--- src/rtl/output_port_scheduler_pkg.sv ---
// Shared constants and types for the output port scheduler.
// Port indices, port count, FSM state enum and the no-select code.
package output_port_scheduler_pkg;

  localparam int NPORTS = 5;

  localparam logic [2:0] P_L = 3'd0;
  localparam logic [2:0] P_N = 3'd1;
  localparam logic [2:0] P_E = 3'd2;
  localparam logic [2:0] P_W = 3'd3;
  localparam logic [2:0] P_S = 3'd4;

  localparam logic [2:0] NO_SEL = 3'd7;

  typedef enum logic {
    IDLE = 1'b0,
    BUSY = 1'b1
  } state_t;

  // Index reached by stepping `step` ports up from `base`, modulo NPORTS.
  function automatic logic [2:0] rr_next(
    input logic [2:0] base,
    input int         step
  );
    int s;
    s = (int'(base) + step) % NPORTS;
    return 3'(s);
  endfunction

endpackage

--- src/rtl/output_port_scheduler_rr_arbiter5.sv ---
// Combinational 5-way round-robin search starting after last_winner.
// Ports: req, last_winner in; winner index and valid out.
module rr_arbiter5
  import output_port_scheduler_pkg::*;
(
  input  logic [4:0] req,
  input  logic [2:0] last_winner,
  output logic [2:0] winner,
  output logic       valid
);

  // Scan from farthest to nearest so the nearest requester wins.
  always_comb begin
    winner = NO_SEL;
    valid  = 1'b0;
    for (int i = NPORTS; i >= 1; i--) begin
      if (req[rr_next(last_winner, i)]) begin
        winner = rr_next(last_winner, i);
        valid  = 1'b1;
      end
    end
  end

endmodule

--- src/rtl/output_port_scheduler.sv ---
// Output port scheduler: round-robin packet grant, credits, watchdog.
// Ports: clk, rst(n), req/flit_valid/tail, credit_in; grant, xbar_sel, flit_fire, credit_cnt, timeout_err.
module output_port_scheduler
  import output_port_scheduler_pkg::*;
#(
  parameter int CREDITS = 4,
  parameter int TIMEOUT = 255
) (
  input  logic       clk,
  input  logic       rst,
  input  logic [4:0] req,
  input  logic [4:0] flit_valid,
  input  logic [4:0] tail,
  input  logic       credit_in,
  output logic [4:0] grant,
  output logic [2:0] xbar_sel,
  output logic       flit_fire,
  output logic [3:0] credit_cnt,
  output logic       timeout_err
);

  localparam logic [3:0]  CRED_MAX = 4'(CREDITS);
  localparam logic [11:0] TO_MAX   = 12'(TIMEOUT);

  state_t      state;
  logic [2:0]  last_winner;
  logic [11:0] wdog;
  logic [2:0]  win;
  logic        win_v;

  logic req_w;
  logic tail_w;
  logic rel_tail;
  logic rel_drop;
  logic rel_to;

  rr_arbiter5 u_rr (
    .req         (req),
    .last_winner (last_winner),
    .winner      (win),
    .valid       (win_v)
  );

  // grant is one-hot or zero, so masking picks the granted input's bits.
  assign req_w  = |(grant & req);
  assign tail_w = |(grant & tail);

  assign flit_fire = (state == BUSY)
                   && |(grant & flit_valid & req)
                   && (credit_cnt != 4'd0);

  // Release reasons made mutually exclusive in priority order.
  // A fire implies req_w, so tail and drop never overlap.
  assign rel_tail = flit_fire & tail_w;
  assign rel_drop = ~req_w;
  assign rel_to   = req_w & ~rel_tail & (wdog == TO_MAX);

  always_ff @(posedge clk or negedge rst) begin
    if (!rst) begin
      state       <= IDLE;
      grant       <= 5'd0;
      xbar_sel    <= NO_SEL;
      last_winner <= P_S;
      wdog        <= 12'd0;
      timeout_err <= 1'b0;
    end else begin
      timeout_err <= 1'b0;
      unique case (state)
        IDLE: begin
          wdog <= 12'd0;
          if (win_v) begin
            state       <= BUSY;
            grant       <= 5'b00001 << win;
            xbar_sel    <= win;
            last_winner <= win;
          end
        end
        BUSY: begin
          if (rel_tail | rel_drop | rel_to) begin
            state       <= IDLE;
            grant       <= 5'd0;
            xbar_sel    <= NO_SEL;
            wdog        <= 12'd0;
            timeout_err <= rel_to;
          end else if (flit_fire) begin
            wdog <= 12'd0;
          end else begin
            wdog <= wdog + 12'd1;
          end
        end
        default: begin
          state    <= IDLE;
          grant    <= 5'd0;
          xbar_sel <= NO_SEL;
          wdog     <= 12'd0;
        end
      endcase
    end
  end

  // Simultaneous fire and return cancel out; returns at max are dropped.
  always_ff @(posedge clk or negedge rst) begin
    if (!rst) begin
      credit_cnt <= CRED_MAX;
    end else begin
      unique case ({flit_fire, credit_in})
        2'b10: credit_cnt <= credit_cnt - 4'd1;
        2'b01: begin
          if (credit_cnt < CRED_MAX)
            credit_cnt <= credit_cnt + 4'd1;
        end
        default: credit_cnt <= credit_cnt;
      endcase
    end
  end

endmodule
--- config.mk ---
export PLATFORM = sky130hd
export DESIGN_NAME = output_port_scheduler
export DESIGN_NICKNAME = d
export VERILOG_FILES = /design/src/rtl/output_port_scheduler_pkg.sv /design/src/rtl/output_port_scheduler_rr_arbiter5.sv /design/src/rtl/output_port_scheduler.sv
export SDC_FILE = /design/constraint.sdc
export NUM_CORES = 1
export LEC_CHECK = 0
export BUFFER_PORTS_ARGS = -buffer_cell sky130_fd_sc_hd__buf_2
export CELL_PAD_IN_SITES_DETAIL_PLACEMENT = 1
export CELL_PAD_IN_SITES_GLOBAL_PLACEMENT = 2
export CORE_ASPECT_RATIO = 2
export CORE_UTILIZATION = 30
export DETAILED_ROUTE_END_ITERATION = 10
export PLACE_DENSITY = 0.74
export SLEW_MARGIN = 5
export SYNTH_ARGS = -nofsm -noshare
export SYNTH_HDL_FRONTEND = slang
export SYNTH_SLANG_ARGS = --single-unit
--- constraint.sdc ---
create_clock -name clk -period 9.2 [get_ports clk]
set_input_delay 1.38 -clock clk [delete_from_list [all_inputs] [get_ports clk]]
set_output_delay 1.38 -clock clk [all_outputs]
set_load 0.1 [all_outputs]
==> report_table.html <==
<table>
<tr><th>Metric</th><th>Value</th></tr>
<tr><th colspan="2">Run status</th></tr>
<tr><td>Status</td><td>finished clean</td></tr>
<tr><th colspan="2">Die</th></tr>
<tr><td>Horiz. Die Dim</td><td>77.2 um</td></tr>
<tr><td>Number of top-level pins</td><td>32</td></tr>
<tr><td>Number of cell rows</td><td>54</td></tr>
<tr><td>Overall die height</td><td>152 um</td></tr>
<tr><td>Floorplan die area</td><td>0.0118 sq mm</td></tr>
<tr><td>Initial Utilization</td><td>31.0%</td></tr>
<tr><td>Core area</td><td>0.0109 sq mm</td></tr>
<tr><th colspan="2">Timing</th></tr>
<tr><td>Worst-margin pin slew</td><td>1.02 ns</td></tr>
<tr><td>Crit share post-route</td><td>58.7%</td></tr>
<tr><td>Setup repair after global routing missed its margin</td><td>no</td></tr>
<tr><td>Post-route minimum period</td><td>5.40 ns</td></tr>
<tr><td>Final slew viol count</td><td>0</td></tr>
<tr><td>Setup TNS after final layout</td><td>0 ns</td></tr>
<tr><td>Worst clock skew</td><td>0.00988 ns</td></tr>
<tr><td>Count of final setup violators</td><td>0</td></tr>
<tr><td>Hold Fails Final Rpt</td><td>0</td></tr>
<tr><td>Remaining max-slew budget at the tightest pin</td><td>31.0%</td></tr>
<tr><td>Highest clock frequency the design can meet</td><td>185 MHz</td></tr>
<tr><th colspan="2">Critical path</th></tr>
<tr><td>Required time reported for the critical path endpoint</td><td>9.37 ns</td></tr>
<tr><td>R2R setup slack</td><td>3.80 ns</td></tr>
<tr><td>Critical path arrival</td><td>5.56 ns</td></tr>
<tr><td>Peak fanout along the critical path</td><td>36</td></tr>
<tr><td>Crit Reg-Reg Endpoint</td><td>grant[0]$_DFFE_PN0P_</td></tr>
<tr><td>Worst reg-to-reg path cell count</td><td>17</td></tr>
<tr><td>Critical Path Start</td><td>last_winner[0]$_DFFE_PN0P_</td></tr>
<tr><td>Source of the worst register-to-register timing path</td><td>last_winner[0]$_DFFE_PN0P_</td></tr>
<tr><td>Worst Setup Path Type</td><td>reg -&gt; reg</td></tr>
<tr><td>Worst setup path endpoint</td><td>grant[0]$_DFFE_PN0P_</td></tr>
<tr><td>Category of the worst setup path capture point</td><td>register</td></tr>
<tr><td>Type of element launching the critical path</td><td>register</td></tr>
<tr><th colspan="2">Clock network</th></tr>
<tr><td>CTS Buffer Depth</td><td>2</td></tr>
<tr><td>Clock transition at path regs</td><td>0.06 ns</td></tr>
<tr><td>Clock latency on the worst-skew pair</td><td>0.28 ns</td></tr>
<tr><td>Root buffer selected by CTS</td><td>sky130_fd_sc_hd__clkbuf_16</td></tr>
<tr><td>TritonCTS Buffers</td><td>5</td></tr>
<tr><td>Count of cells resized by post-cts repair</td><td>0</td></tr>
<tr><td>Post-CTS Setup Inserts</td><td>0</td></tr>
<tr><td>CTS hold repair buffers</td><td>0</td></tr>
<tr><td>H-tree depth</td><td>2</td></tr>
<tr><td>Clk sinks</td><td>29</td></tr>
<tr><td>CTS tree</td><td>built</td></tr>
<tr><th colspan="2">Placed design</th></tr>
<tr><td>Weighted congestion at the end of routability-driven global placement</td><td>0.847</td></tr>
<tr><td>DP Wirelength</td><td>8780 um</td></tr>
<tr><td>Count of buffers from port buffering</td><td>31</td></tr>
<tr><th colspan="2">Yosys</th></tr>
<tr><td>Register bit total from synthesis</td><td>29</td></tr>
<tr><td>Synthesized cell area</td><td>0.00340 sq mm</td></tr>
<tr><td>Commonest cells in the synthesized netlist</td><td>34 x sky130_fd_sc_hd__nand2_1, 29 x sky130_fd_sc_hd__ha_1, 27 x sky130_fd_sc_hd__nor2_1</td></tr>
<tr><td>Async set-reset flop share out of synthesis</td><td>100%</td></tr>
<tr><td>Top-area cell type share of the netlist area</td><td>17.7%</td></tr>
<tr><td>Syn nets</td><td>441</td></tr>
<tr><td>Top FF cell, synth</td><td>sky130_fd_sc_hd__dfrtp_1</td></tr>
<tr><td>Top cells by area in the synthesized netlist</td><td>sky130_fd_sc_hd__dfrtp_1 18%, sky130_fd_sc_hd__ha_1 11%, sky130_fd_sc_hd__mux2i_1 5.3%</td></tr>
<tr><td>Number of distinct library cell variants in the gate-level netlist after synthesis</td><td>80</td></tr>
<tr><td>Avg Synthesized Cell Area</td><td>8.64 sq um</td></tr>
<tr><td>Number of synthesized flops with an enable pin</td><td>0</td></tr>
<tr><td>Synth Warn #</td><td>0</td></tr>
<tr><td>Sequential share of the synthesized area</td><td>21.5%</td></tr>
<tr><td>Cell taking the most area after synthesis</td><td>sky130_fd_sc_hd__dfrtp_1</td></tr>
<tr><td>Gate count after technology mapping</td><td>393</td></tr>
<tr><td>Most used standard cell by instance count after synthesis</td><td>sky130_fd_sc_hd__nand2_1</td></tr>
<tr><th colspan="2">Global route</th></tr>
<tr><td>Global-route wire length before repair</td><td>17500 um</td></tr>
<tr><td>Met3 layer usage reported by global route</td><td>0.958%</td></tr>
<tr><td>Via count of the first global-routing pass</td><td>3431</td></tr>
<tr><td>Maximum number of pins on one net before global-route repair</td><td>37</td></tr>
<tr><td>GR met2 Demand/Resource</td><td>38.9%</td></tr>
<tr><td>Overflow left after global routing</td><td>0</td></tr>
<tr><td>Global route hottest layer</td><td>met2</td></tr>
<tr><td>Global-route total usage across every layer</td><td>18.9%</td></tr>
<tr><td>Number of antenna violations at the first check in global routing</td><td>0</td></tr>
<tr><td>Fraction of met1 tracks used by global routing</td><td>17.6%</td></tr>
<tr><th colspan="2">Drt</th></tr>
<tr><td>Antenna-violating nets left</td><td>0</td></tr>
<tr><td>Via density per instance</td><td>5.62</td></tr>
<tr><td>Vias</td><td>3125</td></tr>
<tr><td>Detailed-routing iteration count for the pre-antenna-repair pass</td><td>4</td></tr>
<tr><td>Drt first-iter violations</td><td>129</td></tr>
<tr><td>Total routed wirelength</td><td>10700 um</td></tr>
<tr><td>Wire length per cell after detailed routing</td><td>19.3 um</td></tr>
<tr><td>Remaining design rule violation count</td><td>0</td></tr>
<tr><th colspan="2">Final layout</th></tr>
<tr><td>Post-synthesis to final-layout area growth</td><td>11.9%</td></tr>
<tr><td>Multi-input logic area</td><td>0.00250 sq mm</td></tr>
<tr><td>Share of layout cells above drive strength 1</td><td>21.6%</td></tr>
<tr><td>Net count of the finished layout</td><td>463</td></tr>
<tr><td>FF+latch area</td><td>732 sq um</td></tr>
<tr><td>Diode count</td><td>0</td></tr>
<tr><td>Number of fillers in the final layout</td><td>1342</td></tr>
<tr><th colspan="2">Worst hold path</th></tr>
<tr><td>Worst min path class</td><td>reg -&gt; reg</td></tr>
<tr><th colspan="2">Flow run</th></tr>
<tr><td>Number of max-cap violations</td><td>0</td></tr>
</table>
==> registers in the layout (all words and copies together), names as in the netlist <==
name / flops
wdog: 12
grant: 5
credit_cnt: 4
last_winner: 3
xbar_sel: 3
state: 1
timeout_err: 1
==> area by class of cell <==
cell class,count,share of cell area (%)
Tap cell,140,4.61
Sequential cell,29,19.2
Timing Repair Buffer,32,4.28
Multi-Input combinational cell,323,65.7
Clock buffer,5,3.29
Clock inverter,3,0.461
Inverter,24,2.37
==> worst max-delay path, cell delays in order, from the launching register on <==
cell,delay [ns]
sky130_fd_sc_hd__dfrtp_1,0.32
sky130_fd_sc_hd__buf_4,0.37
sky130_fd_sc_hd__inv_1,0.18
sky130_fd_sc_hd__ha_1,0.55
sky130_fd_sc_hd__ha_1,0.36
sky130_fd_sc_hd__nor3b_1,0.20
sky130_fd_sc_hd__a22oi_1,0.16
sky130_fd_sc_hd__and2_1,0.25
sky130_fd_sc_hd__ha_1,0.25
sky130_fd_sc_hd__nor2b_1,0.14
sky130_fd_sc_hd__or2_2,0.28
sky130_fd_sc_hd__o221ai_2,0.41
sky130_fd_sc_hd__mux4_2,0.59
sky130_fd_sc_hd__o211ai_2,0.12
sky130_fd_sc_hd__a21oi_2,0.14
sky130_fd_sc_hd__a41oi_2,0.43
sky130_fd_sc_hd__nand2_1,0.16
sky130_fd_sc_hd__o32ai_1,0.34
==> cell usage in the layout (no fill, tap or decap), types with 4 or more instances in the layout <==
cell type	n
sky130_fd_sc_hd__nand2_1	34
sky130_fd_sc_hd__a21oi_1	14
sky130_fd_sc_hd__nand2b_1	4
sky130_fd_sc_hd__dfstp_2	5
sky130_fd_sc_hd__o21ai_0	14
sky130_fd_sc_hd__and3_1	9
sky130_fd_sc_hd__or2_2	8
sky130_fd_sc_hd__nor2_1	27
sky130_fd_sc_hd__dfrtp_1	24
sky130_fd_sc_hd__nor3_1	8
sky130_fd_sc_hd__o211ai_1	7
sky130_fd_sc_hd__buf_2	31
sky130_fd_sc_hd__ha_1	29
sky130_fd_sc_hd__a31oi_1	7
sky130_fd_sc_hd__inv_1	21
sky130_fd_sc_hd__o311ai_0	4
sky130_fd_sc_hd__a31o_2	4
sky130_fd_sc_hd__mux2i_1	18
sky130_fd_sc_hd__mux4_2	4
sky130_fd_sc_hd__clkbuf_16	5
sky130_fd_sc_hd__xnor2_1	8
sky130_fd_sc_hd__nor2b_1	7
sky130_fd_sc_hd__xor2_1	8
sky130_fd_sc_hd__nand3_1	15
sky130_fd_sc_hd__and2_1	7
sky130_fd_sc_hd__a22oi_1	5
==> through the flow <==
stage	hold slack [ns]	area (sq um)	cells	util (%)	setup WS (ns)
final	0.520	3800	556	34.7	3.80
after global routing	0.528	3800	556	34.7	3.36
after CTS	0.522	3800	556	34.7	3.78
after detailed placement	0.508	3660	548	33.4	3.82
after global placement	0.500	3660	548	33.4	3.85
after floorplan	0.467	3400	393	-	3.97
==> metal layers <==
layer | vias to the layer above | wire length, um
met4 | 0 | 523
met1 | 1541 | 3730
met3 | 23 | 140
li1 | 1509 | -
met5 | - | 0
met2 | 52 | 6340
==> cells by family (layout without fill, tap and decap cells) <==
group,after synthesis,in the layout,share of synthesized area [%]
compound gates,111,111,26.5
xor+xnor,19,19,5.56
fa+ha+maj,30,30,11.3
buf+inv,41,64,4.86
flops,29,29,21.5
mux,25,25,8.95
simple gates,138,138,21.3
==> worst min-delay path by stage <==
stage | from | end | slack [ns] | depth (start not counted)
after floorplan | wdog[0]$_DFF_PN0_ | wdog[0]$_DFF_PN0_ | 0.47 | 1
after global placement | xbar_sel[1]$_DFFE_PN1P_ | xbar_sel[1]$_DFFE_PN1P_ | 0.50 | 1
after detailed placement | xbar_sel[1]$_DFFE_PN1P_ | xbar_sel[1]$_DFFE_PN1P_ | 0.51 | 1
after CTS | xbar_sel[1]$_DFFE_PN1P_ | xbar_sel[1]$_DFFE_PN1P_ | 0.52 | 1
after global routing | xbar_sel[1]$_DFFE_PN1P_ | xbar_sel[1]$_DFFE_PN1P_ | 0.53 | 1
final | xbar_sel[1]$_DFFE_PN1P_ | xbar_sel[1]$_DFFE_PN1P_ | 0.52 | 1
Power is not shown: default switching activity piles up to over one toggle a cycle in this logic, so the estimate is an artifact.
